==> config.mk <==
export PLATFORM = sky130hd
export DESIGN_NAME = joystick_axis_sampler
export DESIGN_NICKNAME = d
export VERILOG_FILES = /design/src/rtl/joystick_pkg.sv /design/src/rtl/axis_classifier.sv /design/src/rtl/joystick_axis_sampler.sv
export SDC_FILE = /design/constraint.sdc
export NUM_CORES = 1
export LEC_CHECK = 0
export CORE_MARGIN = 2
export CORE_UTILIZATION = 48
export CTS_CLUSTER_SIZE = 14
export DETAILED_ROUTE_END_ITERATION = 7
export GPL_TIMING_DRIVEN = 0
export HOLD_SLACK_MARGIN = 0.06
export MAX_ROUTING_LAYER = met4
export PLACE_DENSITY = 0.82
export RECOVER_POWER = 100
export SLEW_MARGIN = 20
export SYNTH_ARGS = -nofsm -noshare
export SYNTH_HDL_FRONTEND = slang
export SYNTH_SLANG_ARGS = --single-unit
==> constraint.sdc <==
create_clock -name i_clk -period 2.82 [get_ports i_clk]
set_input_delay 0.564 -clock i_clk [delete_from_list [all_inputs] [get_ports i_clk]]
set_output_delay 0.564 -clock i_clk [all_outputs]
set_load 0.05 [all_outputs]
==> src/rtl/joystick_pkg.sv <==
// rtl/joystick_pkg.sv - shared types and XADC constants for the joystick axis sampler
// Ports: none (package).

package joystick_pkg;

  // XADC DRP status-register addresses of the auxiliary analog inputs.
  localparam logic [6:0] XADC_ADDR_VAUX6 = 7'h16;
  localparam logic [6:0] XADC_ADDR_VAUX7 = 7'h17;

  // XADC results are 12-bit, left-justified in the 16-bit DRP word.
  localparam int SAMPLE_W   = 12;
  localparam int SAMPLE_MAX = (1 << SAMPLE_W) - 1;

  typedef enum logic [1:0] {
    DIR_NONE = 2'd0,
    DIR_POS  = 2'd1,
    DIR_NEG  = 2'd2
  } dir_t;

  typedef enum logic [2:0] {
    ST_IDLE   = 3'd0,
    ST_REQ_X  = 3'd1,
    ST_WAIT_X = 3'd2,
    ST_REQ_Y  = 3'd3,
    ST_WAIT_Y = 3'd4,
    ST_UPDATE = 3'd5
  } state_t;

  // Clamp a threshold expression into the representable sample range.
  function automatic int sat_sample(input int v);
    if (v < 0) begin
      return 0;
    end else if (v > SAMPLE_MAX) begin
      return SAMPLE_MAX;
    end else begin
      return v;
    end
  endfunction

endpackage

==> src/rtl/axis_classifier.sv <==
// rtl/axis_classifier.sv - per-axis window accumulator, mean and dead-zone/hysteresis classifier
// Ports:
//   i_clk, i_rst_n   clock, asynchronous active-low reset
//   i_sample [11:0]  raw sample, added to the accumulator on i_sample_stb
//   i_sample_stb     one-cycle strobe: accumulate i_sample
//   i_update_stb     one-cycle strobe: publish mean, reclassify, clear accumulator
//   o_dir [1:0]      registered direction code (dir_t)
//   o_avg [11:0]     registered mean of the last completed window

module axis_classifier
  import joystick_pkg::*;
#(
  parameter int CENTER    = 2048,
  parameter int DEAD_ZONE = 512,
  parameter int HYST      = 128,
  parameter int AVG_LOG2  = 2
) (
  input  logic                i_clk,
  input  logic                i_rst_n,
  input  logic [SAMPLE_W-1:0] i_sample,
  input  logic                i_sample_stb,
  input  logic                i_update_stb,
  output logic [1:0]          o_dir,
  output logic [SAMPLE_W-1:0] o_avg
);

  // Wide enough for 2^AVG_LOG2 full-scale samples, so the sum never wraps.
  localparam int ACC_W = SAMPLE_W + AVG_LOG2;

  localparam int POS_ENTER_I = sat_sample(CENTER + DEAD_ZONE);
  localparam int NEG_ENTER_I = sat_sample(CENTER - DEAD_ZONE);

  localparam logic [SAMPLE_W-1:0] POS_ENTER = SAMPLE_W'(POS_ENTER_I);
  localparam logic [SAMPLE_W-1:0] POS_EXIT  = SAMPLE_W'(sat_sample(POS_ENTER_I - HYST));
  localparam logic [SAMPLE_W-1:0] NEG_ENTER = SAMPLE_W'(NEG_ENTER_I);
  localparam logic [SAMPLE_W-1:0] NEG_EXIT  = SAMPLE_W'(sat_sample(NEG_ENTER_I + HYST));

  logic [ACC_W-1:0]    acc_q, acc_d;
  logic [SAMPLE_W-1:0] avg_q, avg_d;
  dir_t                dir_q, dir_d;

  logic [SAMPLE_W-1:0] mean;
  dir_t                fresh_dir;

  always_comb begin
    // Dropping the low AVG_LOG2 bits is the divide by the window length.
    mean = acc_q[ACC_W-1:AVG_LOG2];

    // Classification as seen from the neutral state; also the fallback
    // whenever a deflected axis drops inside its exit threshold.
    if (mean >= POS_ENTER) begin
      fresh_dir = DIR_POS;
    end else if (mean <= NEG_ENTER) begin
      fresh_dir = DIR_NEG;
    end else begin
      fresh_dir = DIR_NONE;
    end

    acc_d = acc_q;
    avg_d = avg_q;
    dir_d = dir_q;

    if (i_update_stb) begin
      avg_d = mean;
      acc_d = '0;
      case (dir_q)
        DIR_POS: dir_d = (mean > POS_EXIT) ? DIR_POS : fresh_dir;
        DIR_NEG: dir_d = (mean < NEG_EXIT) ? DIR_NEG : fresh_dir;
        default: dir_d = fresh_dir;
      endcase
    end else if (i_sample_stb) begin
      acc_d = acc_q + ACC_W'(i_sample);
    end
  end

  always_ff @(posedge i_clk or negedge i_rst_n) begin
    if (!i_rst_n) begin
      acc_q <= '0;
      avg_q <= '0;
      dir_q <= DIR_NONE;
    end else begin
      acc_q <= acc_d;
      avg_q <= avg_d;
      dir_q <= dir_d;
    end
  end

  assign o_dir = dir_q;
  assign o_avg = avg_q;

endmodule

==> src/rtl/joystick_axis_sampler.sv <==
// rtl/joystick_axis_sampler.sv - XADC DRP reader that averages and classifies joystick X/Y axes
// Ports:
//   i_clk, i_rst_n        clock, asynchronous active-low reset
//   i_eoc                 XADC end-of-conversion pulse, starts one X/Y read pair
//   o_den, o_daddr [6:0]  DRP read request (one-cycle enable) and address
//   i_drdy, i_do [15:0]   DRP read completion and data (sample in i_do[15:4])
//   o_x_dir, o_y_dir      direction codes: 0 none, 1 positive, 2 negative
//   o_x_avg, o_y_avg      averaged raw values of the last window
//   o_valid               one-cycle pulse when dir/avg outputs update
//   o_timeout_err         sticky flag: a DRP read never completed

module joystick_axis_sampler
  import joystick_pkg::*;
#(
  parameter logic [6:0] ADDR_X         = XADC_ADDR_VAUX6,
  parameter logic [6:0] ADDR_Y         = XADC_ADDR_VAUX7,
  parameter int         CENTER         = 2048,
  parameter int         DEAD_ZONE      = 512,
  parameter int         HYST           = 128,
  parameter int         AVG_LOG2       = 2,
  parameter int         TIMEOUT_CYCLES = 64
) (
  input  logic                i_clk,
  input  logic                i_rst_n,
  input  logic                i_eoc,
  output logic                o_den,
  output logic [6:0]          o_daddr,
  input  logic                i_drdy,
  input  logic [15:0]         i_do,
  output logic [1:0]          o_x_dir,
  output logic [1:0]          o_y_dir,
  output logic [SAMPLE_W-1:0] o_x_avg,
  output logic [SAMPLE_W-1:0] o_y_avg,
  output logic                o_valid,
  output logic                o_timeout_err
);

  localparam int TMO_W  = $clog2(TIMEOUT_CYCLES + 1);
  localparam int PAIR_W = AVG_LOG2 + 1;

  // Value of the wait counter during the last permitted wait cycle.
  localparam logic [TMO_W-1:0]  TMO_LAST = TMO_W'(TIMEOUT_CYCLES - 1);
  localparam logic [PAIR_W-1:0] PAIRS    = PAIR_W'(1 << AVG_LOG2);

  state_t              state_q, state_d;
  logic [TMO_W-1:0]    tmo_q, tmo_d;
  logic [PAIR_W-1:0]   pair_cnt_q, pair_cnt_d;
  logic [SAMPLE_W-1:0] x_hold_q, x_hold_d;
  logic                timeout_err_q, timeout_err_d;
  logic                valid_q, valid_d;

  logic                sample_stb;
  logic                update_stb;
  logic [SAMPLE_W-1:0] drp_sample;
  logic                unused_do_lsbs;

  assign drp_sample     = i_do[15:4];
  assign unused_do_lsbs = &{1'b0, i_do[3:0]};

  always_comb begin
    state_d       = state_q;
    tmo_d         = tmo_q;
    pair_cnt_d    = pair_cnt_q;
    x_hold_d      = x_hold_q;
    timeout_err_d = timeout_err_q;
    o_den         = 1'b0;
    o_daddr       = ADDR_X;
    sample_stb    = 1'b0;
    update_stb    = 1'b0;

    case (state_q)
      ST_IDLE: begin
        if (i_eoc) begin
          state_d = ST_REQ_X;
        end
      end

      ST_REQ_X: begin
        o_den   = 1'b1;
        tmo_d   = '0;
        state_d = ST_WAIT_X;
      end

      // i_drdy wins over expiry, so a completion in the final cycle counts.
      ST_WAIT_X: begin
        if (i_drdy) begin
          x_hold_d = drp_sample;
          state_d  = ST_REQ_Y;
        end else if (tmo_q == TMO_LAST) begin
          timeout_err_d = 1'b1;
          state_d       = ST_IDLE;
        end else begin
          tmo_d = tmo_q + 1'b1;
        end
      end

      ST_REQ_Y: begin
        o_den   = 1'b1;
        o_daddr = ADDR_Y;
        tmo_d   = '0;
        state_d = ST_WAIT_Y;
      end

      // The pair is committed only here, so a timeout on either read
      // leaves the accumulators and pair count untouched.
      ST_WAIT_Y: begin
        o_daddr = ADDR_Y;
        if (i_drdy) begin
          sample_stb = 1'b1;
          pair_cnt_d = pair_cnt_q + 1'b1;
          state_d    = (pair_cnt_d == PAIRS) ? ST_UPDATE : ST_IDLE;
        end else if (tmo_q == TMO_LAST) begin
          timeout_err_d = 1'b1;
          state_d       = ST_IDLE;
        end else begin
          tmo_d = tmo_q + 1'b1;
        end
      end

      ST_UPDATE: begin
        update_stb = 1'b1;
        pair_cnt_d = '0;
        state_d    = ST_IDLE;
      end

      default: begin
        state_d = ST_IDLE;
      end
    endcase

    // Classifier outputs register on the same edge, so the strobe lines up.
    valid_d = update_stb;
  end

  always_ff @(posedge i_clk or negedge i_rst_n) begin
    if (!i_rst_n) begin
      state_q       <= ST_IDLE;
      tmo_q         <= '0;
      pair_cnt_q    <= '0;
      x_hold_q      <= '0;
      timeout_err_q <= 1'b0;
      valid_q       <= 1'b0;
    end else begin
      state_q       <= state_d;
      tmo_q         <= tmo_d;
      pair_cnt_q    <= pair_cnt_d;
      x_hold_q      <= x_hold_d;
      timeout_err_q <= timeout_err_d;
      valid_q       <= valid_d;
    end
  end

  axis_classifier #(
    .CENTER    (CENTER),
    .DEAD_ZONE (DEAD_ZONE),
    .HYST      (HYST),
    .AVG_LOG2  (AVG_LOG2)
  ) u_x_axis (
    .i_clk        (i_clk),
    .i_rst_n      (i_rst_n),
    .i_sample     (x_hold_q),
    .i_sample_stb (sample_stb),
    .i_update_stb (update_stb),
    .o_dir        (o_x_dir),
    .o_avg        (o_x_avg)
  );

  axis_classifier #(
    .CENTER    (CENTER),
    .DEAD_ZONE (DEAD_ZONE),
    .HYST      (HYST),
    .AVG_LOG2  (AVG_LOG2)
  ) u_y_axis (
    .i_clk        (i_clk),
    .i_rst_n      (i_rst_n),
    .i_sample     (drp_sample),
    .i_sample_stb (sample_stb),
    .i_update_stb (update_stb),
    .o_dir        (o_y_dir),
    .o_avg        (o_y_avg)
  );

  assign o_valid       = valid_q;
  assign o_timeout_err = timeout_err_q;

endmodule

# Yosys cells after proc, flatten, opt, wreduce, memory -nomap -nowiden
# Cells that the tools add are included.
[classes] add_sub_neg=4 mul=0 div_mod_pow=0 order_cmp=8 n_eq_ne=15 shifts=0 muxes=30 bitwise_logic=1 reduce_logical=11
[ops] cell="$mux W14" n=4
[ops] cell="$add A14 B12 Y14" n=2
[ops] cell="$ge A12 B12 Y1 const B" n=2
[ops] cell="$gt A12 B12 Y1 const B" n=2
[ops] cell="$le A12 B11 Y1 const B" n=2
[ops] cell="$lt A12 B11 Y1 const B" n=2
[ops] cell="$mux W3" n=6
[ops] cell="$mux W2" n=8
[ops] cell="$pmux W3 S5" n=1
[ops] cell="$mux W7" n=2
[ops] cell="$pmux W7 S2" n=1
[ops] cell="$eq A3 B3 Y1 const B" n=3
[ops] cell="$ne A2 B2 Y1 const B" n=4
[ops] cell="$pmux W2 S2" n=2
[ops] cell="$add A7 B1 Y7 const B" n=1
[ops] cell="$eq A7 B6 Y1 const B" n=1
[ops] cell="$eq A3 B2 Y1 const B" n=2
[ops] cell="$pmux W3 S2" n=1
[ops] cell="$reduce_and A3 Y1" n=2
[ops] cell="$reduce_bool A2 Y1" n=3
[ops] cell="$reduce_or A2 Y1" n=3
[ops] cell="$mux W1" n=5
[ops] cell="$eq A2 B1 Y1 const B" n=2
[ops] cell="$eq A2 B2 Y1 const B" n=2
[ops] cell="5 further kinds" n=6
[word_totals] reg_bits=83 latchBits=0 ramBits=0 rom_bits=0 elab_cells=81 memories=0

# Depth between registers and ports, before layout
# Gate-level depths: netlist of run 1.
[depth] word_depth=5 ltp_mapped=8 ltp_nobuf=8

# Cells and area by module
# From an unflattened synthesis of run 1, not the netlist that was laid out.
[hier_totals] hier_cells=492 area_unflattened_um2=4974.8
[modules_own_cells] mod="axis_classifier at u_y_axis" instances=1 cells_each=194 area_per_inst_um2=1849.3 seq_area_each_um2=700.7
[modules_own_cells] mod="axis_classifier at u_x_axis" instances=1 cells_each=184 area_per_inst_um2=1831.8 seq_area_each_um2=700.7
[modules_own_cells] mod="joystick_axis_sampler" instances=1 cells_each=114 area_per_inst_um2=1293.7 seq_area_each_um2=675.6

# Least setup slack after synthesis of run 1
# Ideal clock, no wire load.
[synth_path] path_kind="reg-to-output" start="register state_q[0]" end="output o_daddr[0]" t_arrival_ps=1789 slack_ps=467 stages_incl_launch_ff=5 path_cell_list="dfrtp_1 clkbuf_1 nor2b_1 clkbuf_1 a21o_1"
[synth_between] elab_chain_cells=3 elab_cells_between_ends=4 classes_between="2 x eq/ne; 1 x mux; 1 x reduce/logical"
[synth_rtl] item="from (decl)" line_no="joystick_axis_sampler.sv:45" text="state_t state_q, state_d;"
[synth_rtl] item="from (signal assigned)" line_no="joystick_axis_sampler.sv:144" text="state_q <= state_d;"
[synth_rtl] item="$eq A3 B3 Y1 or $eq A3 B2 Y1 (tied branches)" line_no="joystick_axis_sampler.sv:71" text="case (state_q)"
[synth_rtl] item="$reduce_or A2 Y1 (no line) *"
[synth_rtl] item="$mux W1 *" line_no="joystick_axis_sampler.sv:71"
[synth_rtl] item="to (decl)" line_no="joystick_axis_sampler.sv:27" text="output logic [6:0] o_daddr,"
# Mark *: on every way between the ends. The rest lies on a longest branch, timed or not.

# Worst setup path after layout of run 1
[layout_path] start="input i_do[5]" end="register u_y_axis.acc_q[11]"
[layout_between] elab_chain_cells=3
[layout_rtl] item="from (decl)" line_no="joystick_axis_sampler.sv:29" text="input logic [15:0] i_do,"
[layout_rtl] item="$add A14 B12 Y14" line_no="axis_classifier.sv:72" text="acc_d = acc_q + ACC_W'(i_sample);"
[layout_rtl] item="$mux W14" line_no="axis_classifier.sv:71" text="end else if (i_sample_stb) begin"
[layout_rtl] item="$mux W14" line_no="axis_classifier.sv:63" text="if (i_update_stb) begin"
[layout_rtl] item="to (signal assigned)" line_no="axis_classifier.sv:78" text="acc_q <= '0;"
[layout_rtl] item="to (signal assigned)" line_no="axis_classifier.sv:82" text="acc_q <= acc_d;"
[layout_rtl] item="to (decl)" line_no="axis_classifier.sv:38" text="logic [ACC_W-1:0] acc_q, acc_d;"
# No other way between the ends. The select of a mux whose other input is x is not followed.
# A chain may end at the register's enable or synchronous reset.

==> results of run 1 <==
final cells by class:
type / count / area [um2]
clock inverters: 4 / 72.57
repair buffers: 47 / 455.4
inverters: 17 / 63.81
flip-flops and latches: 83 / 2077
clock buffers: 12 / 155.1
fillers: 799 / 3825
multi-input cells: 360 / 2312
plain buffers: 25 / 117.6
well taps: 129 / 161.4
how the worst min path moves through the flow:
| stage | from | endpoint | cells after the start |
|---|---|---|---|
| final | u_y_axis.o_avg[1] | u_y_axis.o_avg[1] | 2 |
| after global routing | u_y_axis.o_avg[3] | u_y_axis.o_avg[3] | 2 |
| after CTS | i_rst_n | state_q[0] | 1 |
| after detailed placement | u_x_axis.o_avg[2] | u_x_axis.o_avg[2] | 2 |
| after global placement | u_x_axis.o_avg[10] | u_x_axis.o_avg[10] | 2 |
| after floorplan | i_rst_n | o_timeout_err | 0 |
state kept, by name, indices dropped and copies added (netlist names):
register and cells:
tmo_q 7, u_y_axis.o_dir 2, u_y_axis.acc_q 14, x_hold_q 12, pair_cnt_q 3, state_q 3, u_y_axis.o_avg 12, u_x_axis.o_dir 2
u_x_axis.o_avg 12, o_timeout_err 1, u_x_axis.acc_q 14, o_valid 1
cell usage after synthesis (3+ instances only):
master	count	area share
sky130_fd_sc_hd__mux2_2	12	0.029
sky130_fd_sc_hd__inv_1	16	0.013
sky130_fd_sc_hd__o211ai_1	6	0.0098
sky130_fd_sc_hd__nor2_1	17	0.014
sky130_fd_sc_hd__nor3_1	6	0.0065
sky130_fd_sc_hd__nand3b_1	3	0.0049
sky130_fd_sc_hd__a211oi_1	6	0.0098
sky130_fd_sc_hd__a21o_1	9	0.015
sky130_fd_sc_hd__o21ai_0	46	0.050
sky130_fd_sc_hd__buf_2	3	0.0033
sky130_fd_sc_hd__a21oi_1	25	0.027
sky130_fd_sc_hd__a22o_1	5	0.0095
sky130_fd_sc_hd__clkbuf_1	12	0.0098
sky130_fd_sc_hd__dfrtp_1	83	0.45
sky130_fd_sc_hd__or3_1	4	0.0055
sky130_fd_sc_hd__xor2_1	14	0.027
sky130_fd_sc_hd__ha_1	31	0.085
sky130_fd_sc_hd__nand3_1	18	0.020
sky130_fd_sc_hd__xnor2_1	8	0.015
sky130_fd_sc_hd__nor2b_1	4	0.0055
sky130_fd_sc_hd__nand2_1	95	0.078
sky130_fd_sc_hd__mux2i_1	3	0.0065
sky130_fd_sc_hd__buf_1	3	0.0025
sky130_fd_sc_hd__buf_4	6	0.0098
sky130_fd_sc_hd__o41ai_2	3	0.011
sky130_fd_sc_hd__nand4_1	3	0.0041
metrics by stage:
stage / instances / instance area (um2) / total power [mW]
floorplan: 485 / 4604 / 4.467
global placement: 660 / 5226 / 5.273
detailed placement: 661 / 5251 / 5.419
CTS: 677 / 5477 / 6.382
global route: 677 / 5415 / 6.719
finish: 677 / 5415 / 6.275
layer usage:
metal / routed length (um) / vias up / share of wire / GRT usage
met5: 0 / - / 0 / -
met1: 4599 / 1791 / 0.45 / 0.2783
met2: 4857 / 119 / 0.47 / 0.3431
met3: 570 / 27 / 0.055 / 0.04693
li1: - / 1809 / - / -
met4: 247 / 0 / 0.024 / 0.08524
power by group:
group | internal [mW] | leakage (nW) | switching, mW | total (mW)
Combinational | 1.21 | 1.44 | 2.07 | 3.27
Sequential | 1.66 | 1.09 | 0.379 | 2.03
Clock | 0.546 | 0.113 | 0.421 | 0.967
Total | 3.41 | 2.64 | 2.87 | 6.27
what timing repair did:
action | in CTS | in global routing
resized for setup | 2 | 2
endpoints found under the setup margin | 2 | 1
endpoints found under the hold margin | 0 | 0
logic make-up (layout without fill, tap and decap cells):
| family | after synthesis | in the layout | synth area share |
|---|---|---|---|
| XOR/XNOR | 22 | 22 | 0.04199 |
| multiplexers | 15 | 15 | 0.03599 |
| AND/OR/NAND/NOR | 162 | 162 | 0.1587 |
| AO/OA/AOI/OAI | 122 | 122 | 0.1756 |
| adder cells (fa/ha/maj) | 33 | 33 | 0.09324 |
| other | 2 | 6 | 0.001636 |
| flip-flops | 83 | 83 | 0.4526 |
| buffers and inverters | 42 | 105 | 0.04035 |
critical path: stages:
cell                              delay, ns
sky130_fd_sc_hd__clkdlybuf4s50_1       0.48
sky130_fd_sc_hd__ha_1                  0.35
sky130_fd_sc_hd__a211oi_1              0.30
sky130_fd_sc_hd__o21ai_2               0.14
sky130_fd_sc_hd__o311a_4               0.39
sky130_fd_sc_hd__o21ai_1               0.23
sky130_fd_sc_hd__a21oi_1               0.10
sky130_fd_sc_hd__a311o_1               0.32
==> metrics.txt, run 1 <==
# TYPE chip_impl_metric gauge
chip_impl_info{name="result_of_the_run",value="finished with violations"} 1
chip_impl_info{name="violated_checks",value="capacitance limit, slew limit"} 1
chip_impl_metric{name="drtAntennaViolNets",unit=""} 0
chip_impl_metric{name="top_level_ports",unit=""} 58
chip_impl_metric{name="initial_antenna_violation_count",unit=""} 0
chip_impl_metric{name="max_slew_margin",unit=""} -0.06851
chip_impl_metric{name="worst_pin_slew",unit="ns"} 1.603
chip_impl_metric{name="floorplan.die.height",unit="um"} 101.8
chip_impl_metric{name="cp.required",unit="ns"} 3.08
chip_impl_info{name="synth-main-ff-cell",value="sky130_fd_sc_hd__dfrtp_1"} 1
chip_impl_metric{name="globalRoute.totalOverflow",unit=""} 0
chip_impl_metric{name="first_pass_iteration_count_of_the_detailed_router",unit=""} 4
chip_impl_metric{name="yosys_warnings",unit=""} 0
chip_impl_metric{name="power.static_leakage",unit="nW"} 2.640
chip_impl_metric{name="worst_supply_voltage_drop_on_vdd",unit="mV"} 0.3766
chip_impl_info{name="reg2reg_from",value="u_x_axis.acc_q[3]"} 1
chip_impl_info{name="cp-start-kind",value="input pin"} 1
chip_impl_metric{name="p_per_area",unit="nW/um2"} 1159
chip_impl_metric{name="routed-via-count",unit=""} 3746
chip_impl_metric{name="grt_max_degree",unit=""} 54
chip_impl_info{name="clock_tree.root_cell",value="sky130_fd_sc_hd__clkbuf_8"} 1
chip_impl_metric{name="synth_enable_flop_cells",unit=""} 0
chip_impl_metric{name="chipWidth",unit="um"} 101.8
chip_impl_metric{name="max_clock_freq",unit="MHz"} 380.5
chip_impl_metric{name="grt_pass1_vias",unit=""} 3594
chip_impl_metric{name="synth-async-reset-ratio",unit=""} 1.000
chip_impl_metric{name="worstPathArrival",unit="ns"} 2.88
chip_impl_metric{name="globalRouteTotalUtil",unit=""} 0.2191
chip_impl_metric{name="drv.max_cap_violation_count",unit=""} 1
chip_impl_metric{name="r2r.worst_path.cells",unit=""} 7
chip_impl_metric{name="finalWeightedCongestion",unit=""} 0.9180
chip_impl_metric{name="grt_first_pass_wirelength",unit="mm"} 17.17
chip_impl_metric{name="cts_hold_buf",unit=""} 0
chip_impl_metric{name="final-setup-viol-count",unit=""} 0
chip_impl_info{name="crit_path_end_kind",value="flip-flop"} 1
chip_impl_metric{name="num-nets-final",unit=""} 596
chip_impl_metric{name="drt_wl_cell",unit="um"} 15.18
chip_impl_metric{name="clk_pin_slew",unit="ns"} 0.08
chip_impl_metric{name="wl",unit="mm"} 10.27
chip_impl_metric{name="area.growth.synth_to_final",unit="%"} 17.99
chip_impl_metric{name="timing.final.crit_share",unit=""} 0.9319
chip_impl_info{name="endpoint",value="u_y_axis.acc_q[11]"} 1
chip_impl_metric{name="place.detailed.hpwl",unit="mm"} 7.703
chip_impl_metric{name="layout-drive-gt1-share",unit=""} 0.07117
chip_impl_metric{name="drt_drc_violations_left",unit=""} 0
chip_impl_metric{name="r2r_slack",unit="ns"} 0.35
chip_impl_info{name="cts_tree",value="built"} 1
chip_impl_metric{name="pre_cts_slack",unit="ns"} -0.1158
chip_impl_info{name="crit_start",value="i_do[5]"} 1
chip_impl_metric{name="cts_max_level",unit=""} 3
chip_impl_metric{name="num_cts_buffers",unit=""} 9
chip_impl_metric{name="timing.final.max_slew_violations",unit=""} 32
chip_impl_metric{name="seq_area_frac_synth",unit=""} 0.4526
chip_impl_metric{name="io_buffer_count",unit=""} 46
chip_impl_metric{name="clkLatencyLatePin",unit="ns"} 0.37
chip_impl_metric{name="synthesis.area_per_instance",unit="um2"} 9.541
chip_impl_metric{name="std_cell_rows",unit=""} 35
chip_impl_metric{name="synth-seq-cells",unit=""} 83
chip_impl_metric{name="fin_worst_hold_slack",unit="ns"} 0.4695
chip_impl_metric{name="syn-cell-area",unit="um2"} 4589
chip_impl_metric{name="setup_slack",unit="ns"} 0.1919
chip_impl_metric{name="floorplan.core_area",unit="um2"} 9240
chip_impl_metric{name="initial_utilization",unit=""} 0.4967
chip_impl_metric{name="min_period",unit="ns"} 2.628
chip_impl_metric{name="worst_clock_skew",unit="ns"} 0.008117
chip_impl_metric{name="cts_sinks",unit=""} 83
chip_impl_metric{name="synth_cell_type_count",unit=""} 55
chip_impl_metric{name="finished_core_util",unit=""} 0.5861
chip_impl_metric{name="cts_setup_buffers",unit=""} 0
chip_impl_info{name="reg2reg_to",value="u_x_axis.acc_q[13]"} 1
chip_impl_metric{name="detail_route.iter0.violations",unit=""} 205
chip_impl_info{name="worstSetupPathType",value="in -> reg"} 1
chip_impl_info{name="rsz_0062_raised_after_global_routing",value="no"} 1
chip_impl_metric{name="antenna_cells_inserted",unit=""} 0
chip_impl_metric{name="synthesis.instances",unit=""} 481
chip_impl_metric{name="final-hold-violation-count",unit=""} 0
chip_impl_info{name="hp-class",value="reg -> reg"} 1
chip_impl_metric{name="critical_path_fanout_max",unit=""} 3
chip_impl_metric{name="design.die.area",unit="um2"} 10360
chip_impl_metric{name="drt-vias-per-instance",unit=""} 5.533
chip_impl_metric{name="tns",unit="ns"} 0
chip_impl_info{name="most-common-layout-cells",value="sky130_fd_sc_hd__nand2_1 (95), sky130_fd_sc_hd__dfrtp_1 (83), sky130_fd_sc_hd__o21ai_0 (47)"} 1
chip_impl_metric{name="clockBufferDepth",unit=""} 2
chip_impl_info{name="layout_commonest_cell",value="sky130_fd_sc_hd__nand2_1"} 1
Power figures use the tool's default switching activity.
==> inputs of run 2 (changes only) <==
--- a/config.mk
+++ b/config.mk
@@ -9,10 +9,11 @@
 export CORE_UTILIZATION = 48
 export CTS_CLUSTER_SIZE = 14
 export DETAILED_ROUTE_END_ITERATION = 7
+export DONT_BUFFER_PORTS = 1
 export GPL_TIMING_DRIVEN = 0
-export HOLD_SLACK_MARGIN = 0.06
+export HOLD_SLACK_MARGIN = 0.12
 export MAX_ROUTING_LAYER = met4
-export PLACE_DENSITY = 0.82
+export PLACE_DENSITY = 0.74
 export RECOVER_POWER = 100
 export SLEW_MARGIN = 20
 export SYNTH_ARGS = -nofsm -noshare
==> run 2 against run 1 <==
Effect of this change:
- the flow still finishes with violations (capacitance limit, slew limit)
- fmax is 0.97% higher
- global-route usage fell by 1.5 points
- clock skew fell by 0.0038 ns
- sequential share of layout area up 3.7 points
- worst setup slack improved by 0.025 ns
- sequential power increased by 32%
- via count shrank 6.5%
- flip-flop and latch count stayed put
- non-clock buffer count shrank 46
- first-iteration DRC count down 13%
- critical endpoint is now o_daddr[0]
- largest power group is now sequential cells
- highest routed layer unchanged
==> metrics.txt, run 2 (synthesis gave the netlist of run 1 again) <==
# TYPE chip_impl_metric gauge
chip_impl_metric{name="cts_max_level",unit=""} 3
chip_impl_metric{name="worst_pin_slew",unit="ns"} 1.983
chip_impl_info{name="cp-start-kind",value="flip-flop"} 1
chip_impl_metric{name="max_clock_freq",unit="MHz"} 384.2
chip_impl_info{name="result_of_the_run",value="finished with violations"} 1
chip_impl_metric{name="worstPathArrival",unit="ns"} 2.04
chip_impl_metric{name="num-nets-final",unit=""} 550
chip_impl_metric{name="grt_first_pass_wirelength",unit="mm"} 16.10
chip_impl_metric{name="cp.required",unit="ns"} 2.26
chip_impl_metric{name="drt-vias-per-instance",unit=""} 5.550
chip_impl_info{name="crit_path_end_kind",value="output pin"} 1
chip_impl_metric{name="timing.final.crit_share",unit=""} 0.9230
chip_impl_info{name="clock_tree.root_cell",value="sky130_fd_sc_hd__clkbuf_8"} 1
chip_impl_metric{name="power.static_leakage",unit="nW"} 2.369
chip_impl_metric{name="chipWidth",unit="um"} 101.8
chip_impl_metric{name="fin_total_pwr",unit="mW"} 5.849
chip_impl_metric{name="drt_drc_violations_left",unit=""} 0
chip_impl_metric{name="drt_wl_cell",unit="um"} 15.51
chip_impl_info{name="rsz_0062_raised_after_global_routing",value="no"} 1
chip_impl_metric{name="finalInstanceArea",unit="um2"} 4938
chip_impl_metric{name="worstHoldPathCells",unit=""} 1
chip_impl_metric{name="routed-via-count",unit=""} 3502
chip_impl_info{name="most-common-layout-cells",value="sky130_fd_sc_hd__nand2_1 (95), sky130_fd_sc_hd__dfrtp_1 (83), sky130_fd_sc_hd__o21ai_0 (49)"} 1
chip_impl_metric{name="timing.final.max_slew_violations",unit=""} 84
chip_impl_metric{name="cts_sinks",unit=""} 83
chip_impl_metric{name="worst_clock_skew",unit="ns"} 0.004307
chip_impl_info{name="crit_start",value="state_q[0]"} 1
chip_impl_info{name="worstSetupPathType",value="reg -> out"} 1
chip_impl_info{name="holdCritStartpoint",value="i_do[7]"} 1
chip_impl_metric{name="globalRoute.totalOverflow",unit=""} 0
chip_impl_metric{name="placedCellCount",unit=""} 614
chip_impl_metric{name="grt_pass1_vias",unit=""} 3264
chip_impl_metric{name="min_period",unit="ns"} 2.603
chip_impl_metric{name="std_cell_rows",unit=""} 35
chip_impl_metric{name="final-setup-viol-count",unit=""} 0
chip_impl_info{name="layout_commonest_cell",value="sky130_fd_sc_hd__nand2_1"} 1
chip_impl_metric{name="first_pass_iteration_count_of_the_detailed_router",unit=""} 4
chip_impl_info{name="cts_tree",value="built"} 1
chip_impl_metric{name="floorplan.core_area",unit="um2"} 9240
chip_impl_metric{name="drtAntennaViolNets",unit=""} 0
chip_impl_metric{name="non_filler_instance_count_after_layout",unit=""} 631
chip_impl_metric{name="clkLatencyLatePin",unit="ns"} 0.35
chip_impl_metric{name="floorplan.die.height",unit="um"} 101.8
chip_impl_metric{name="critical_path_fanout_max",unit=""} 10
chip_impl_metric{name="cts_setup_buffers",unit=""} 0
chip_impl_metric{name="design.die.area",unit="um2"} 10360
chip_impl_metric{name="setup_slack",unit="ns"} 0.2172
chip_impl_metric{name="top_level_ports",unit=""} 58
chip_impl_metric{name="detail_route.iter0.violations",unit=""} 178
chip_impl_metric{name="final-hold-violation-count",unit=""} 0
chip_impl_metric{name="clk_pin_slew",unit="ns"} 0.09
chip_impl_metric{name="wl",unit="mm"} 9.788
chip_impl_metric{name="p_per_area",unit="nW/um2"} 1184
chip_impl_metric{name="place.detailed.hpwl",unit="mm"} 7.248
chip_impl_info{name="hp-class",value="in -> reg"} 1
chip_impl_metric{name="globalRouteTotalUtil",unit=""} 0.2042
chip_impl_metric{name="r2r.worst_path.cells",unit=""} 7
chip_impl_metric{name="layout-drive-gt1-share",unit=""} 0.08167
chip_impl_metric{name="io_buffer_count",unit=""} 0
chip_impl_metric{name="worst_supply_voltage_drop_on_vdd",unit="mV"} 0.3826
chip_impl_metric{name="finalWeightedCongestion",unit=""} 0.9240
chip_impl_info{name="reg2reg_from",value="u_y_axis.acc_q[2]"} 1
chip_impl_metric{name="placedInstanceArea",unit="um2"} 4766
chip_impl_metric{name="initial_utilization",unit=""} 0.4967
chip_impl_metric{name="tns",unit="ns"} 0
chip_impl_metric{name="num_cts_buffers",unit=""} 9
chip_impl_metric{name="area.growth.synth_to_final",unit="%"} 7.606
chip_impl_metric{name="grt_max_degree",unit=""} 84
chip_impl_metric{name="drv.max_cap_violation_count",unit=""} 1
chip_impl_metric{name="clockBufferDepth",unit=""} 2
chip_impl_info{name="violated_checks",value="capacitance limit, slew limit"} 1
chip_impl_info{name="reg_top3",value="u_x_axis.acc_q x14, u_y_axis.acc_q x14"} 1
chip_impl_metric{name="max_slew_margin",unit=""} -0.3218
chip_impl_metric{name="antenna_cells_inserted",unit=""} 0
chip_impl_metric{name="pre_cts_slack",unit="ns"} 0.2341
chip_impl_metric{name="initial_antenna_violation_count",unit=""} 0
run 2: changes by cell type in the layout (fill, tap and decap cells not counted), moves of 2 or more:
cell and change:
sky130_fd_sc_hd__dlygate4sd3_1 -30, sky130_fd_sc_hd__clkdlybuf4s50_1 -13, sky130_fd_sc_hd__clkbuf_1 -3, sky130_fd_sc_hd__clkbuf_8 -2
sky130_fd_sc_hd__inv_6 +2, sky130_fd_sc_hd__o21ai_0 +2
run 2: critical path: stages (launching register included):
cell	delay, ns
sky130_fd_sc_hd__dfrtp_1	0.33
sky130_fd_sc_hd__clkbuf_1	0.31
sky130_fd_sc_hd__nor2b_1	0.18
sky130_fd_sc_hd__clkbuf_2	0.38
sky130_fd_sc_hd__a21o_1	0.47
run 2: area by class of cell:
type / instances / area, um2
inverters: 17 / 63.81
repair buffers: 1 / 5.005
plain buffers: 25 / 118.9
flip-flops and latches: 83 / 2077
well taps: 129 / 161.4
clock buffers: 9 / 123.9
fillers: 850 / 4302
clock inverters: 7 / 76.32
multi-input cells: 360 / 2312
run 2: metal layers:
metal,track usage,routed length [um]
met4,0.08316,210
met1,0.2781,4568
met3,0.04831,623
met2,0.2920,4385
met5,-,0
run 2: what timing repair did:
action,4_1_cts,5_1_grt
setup endpoints to repair,1,0
gates resized for setup,1,0
endpoints found under the hold margin,83,0
hold buffers,1,0
run 2: final timing paths:
check	slack, ns	end
min in group asynchronous	0.76	u_y_axis.o_dir[0]
setup / recovery	0.22	o_daddr[0]
hold reg to reg	0.49	pair_cnt_q[2]
max in group asynchronous	0.90	x_hold_q[7]
setup reg to reg	0.28	u_y_axis.acc_q[11]
hold / removal	0.36	x_hold_q[3]
run 2: per-stage QoR:
stage                 util  hold slack, ns
floorplan                -          0.2684
global placement    0.5158          0.2712
detailed placement  0.5158          0.2705
CTS                 0.5406          0.1209
global route        0.5345          0.3395
finish              0.5345          0.3570
run 2: where the power goes:
part	switching [mW]	internal, mW	total (mW)
Combinational	1.33	0.973	2.31
Sequential	1.03	1.64	2.67
Clock	0.457	0.415	0.873
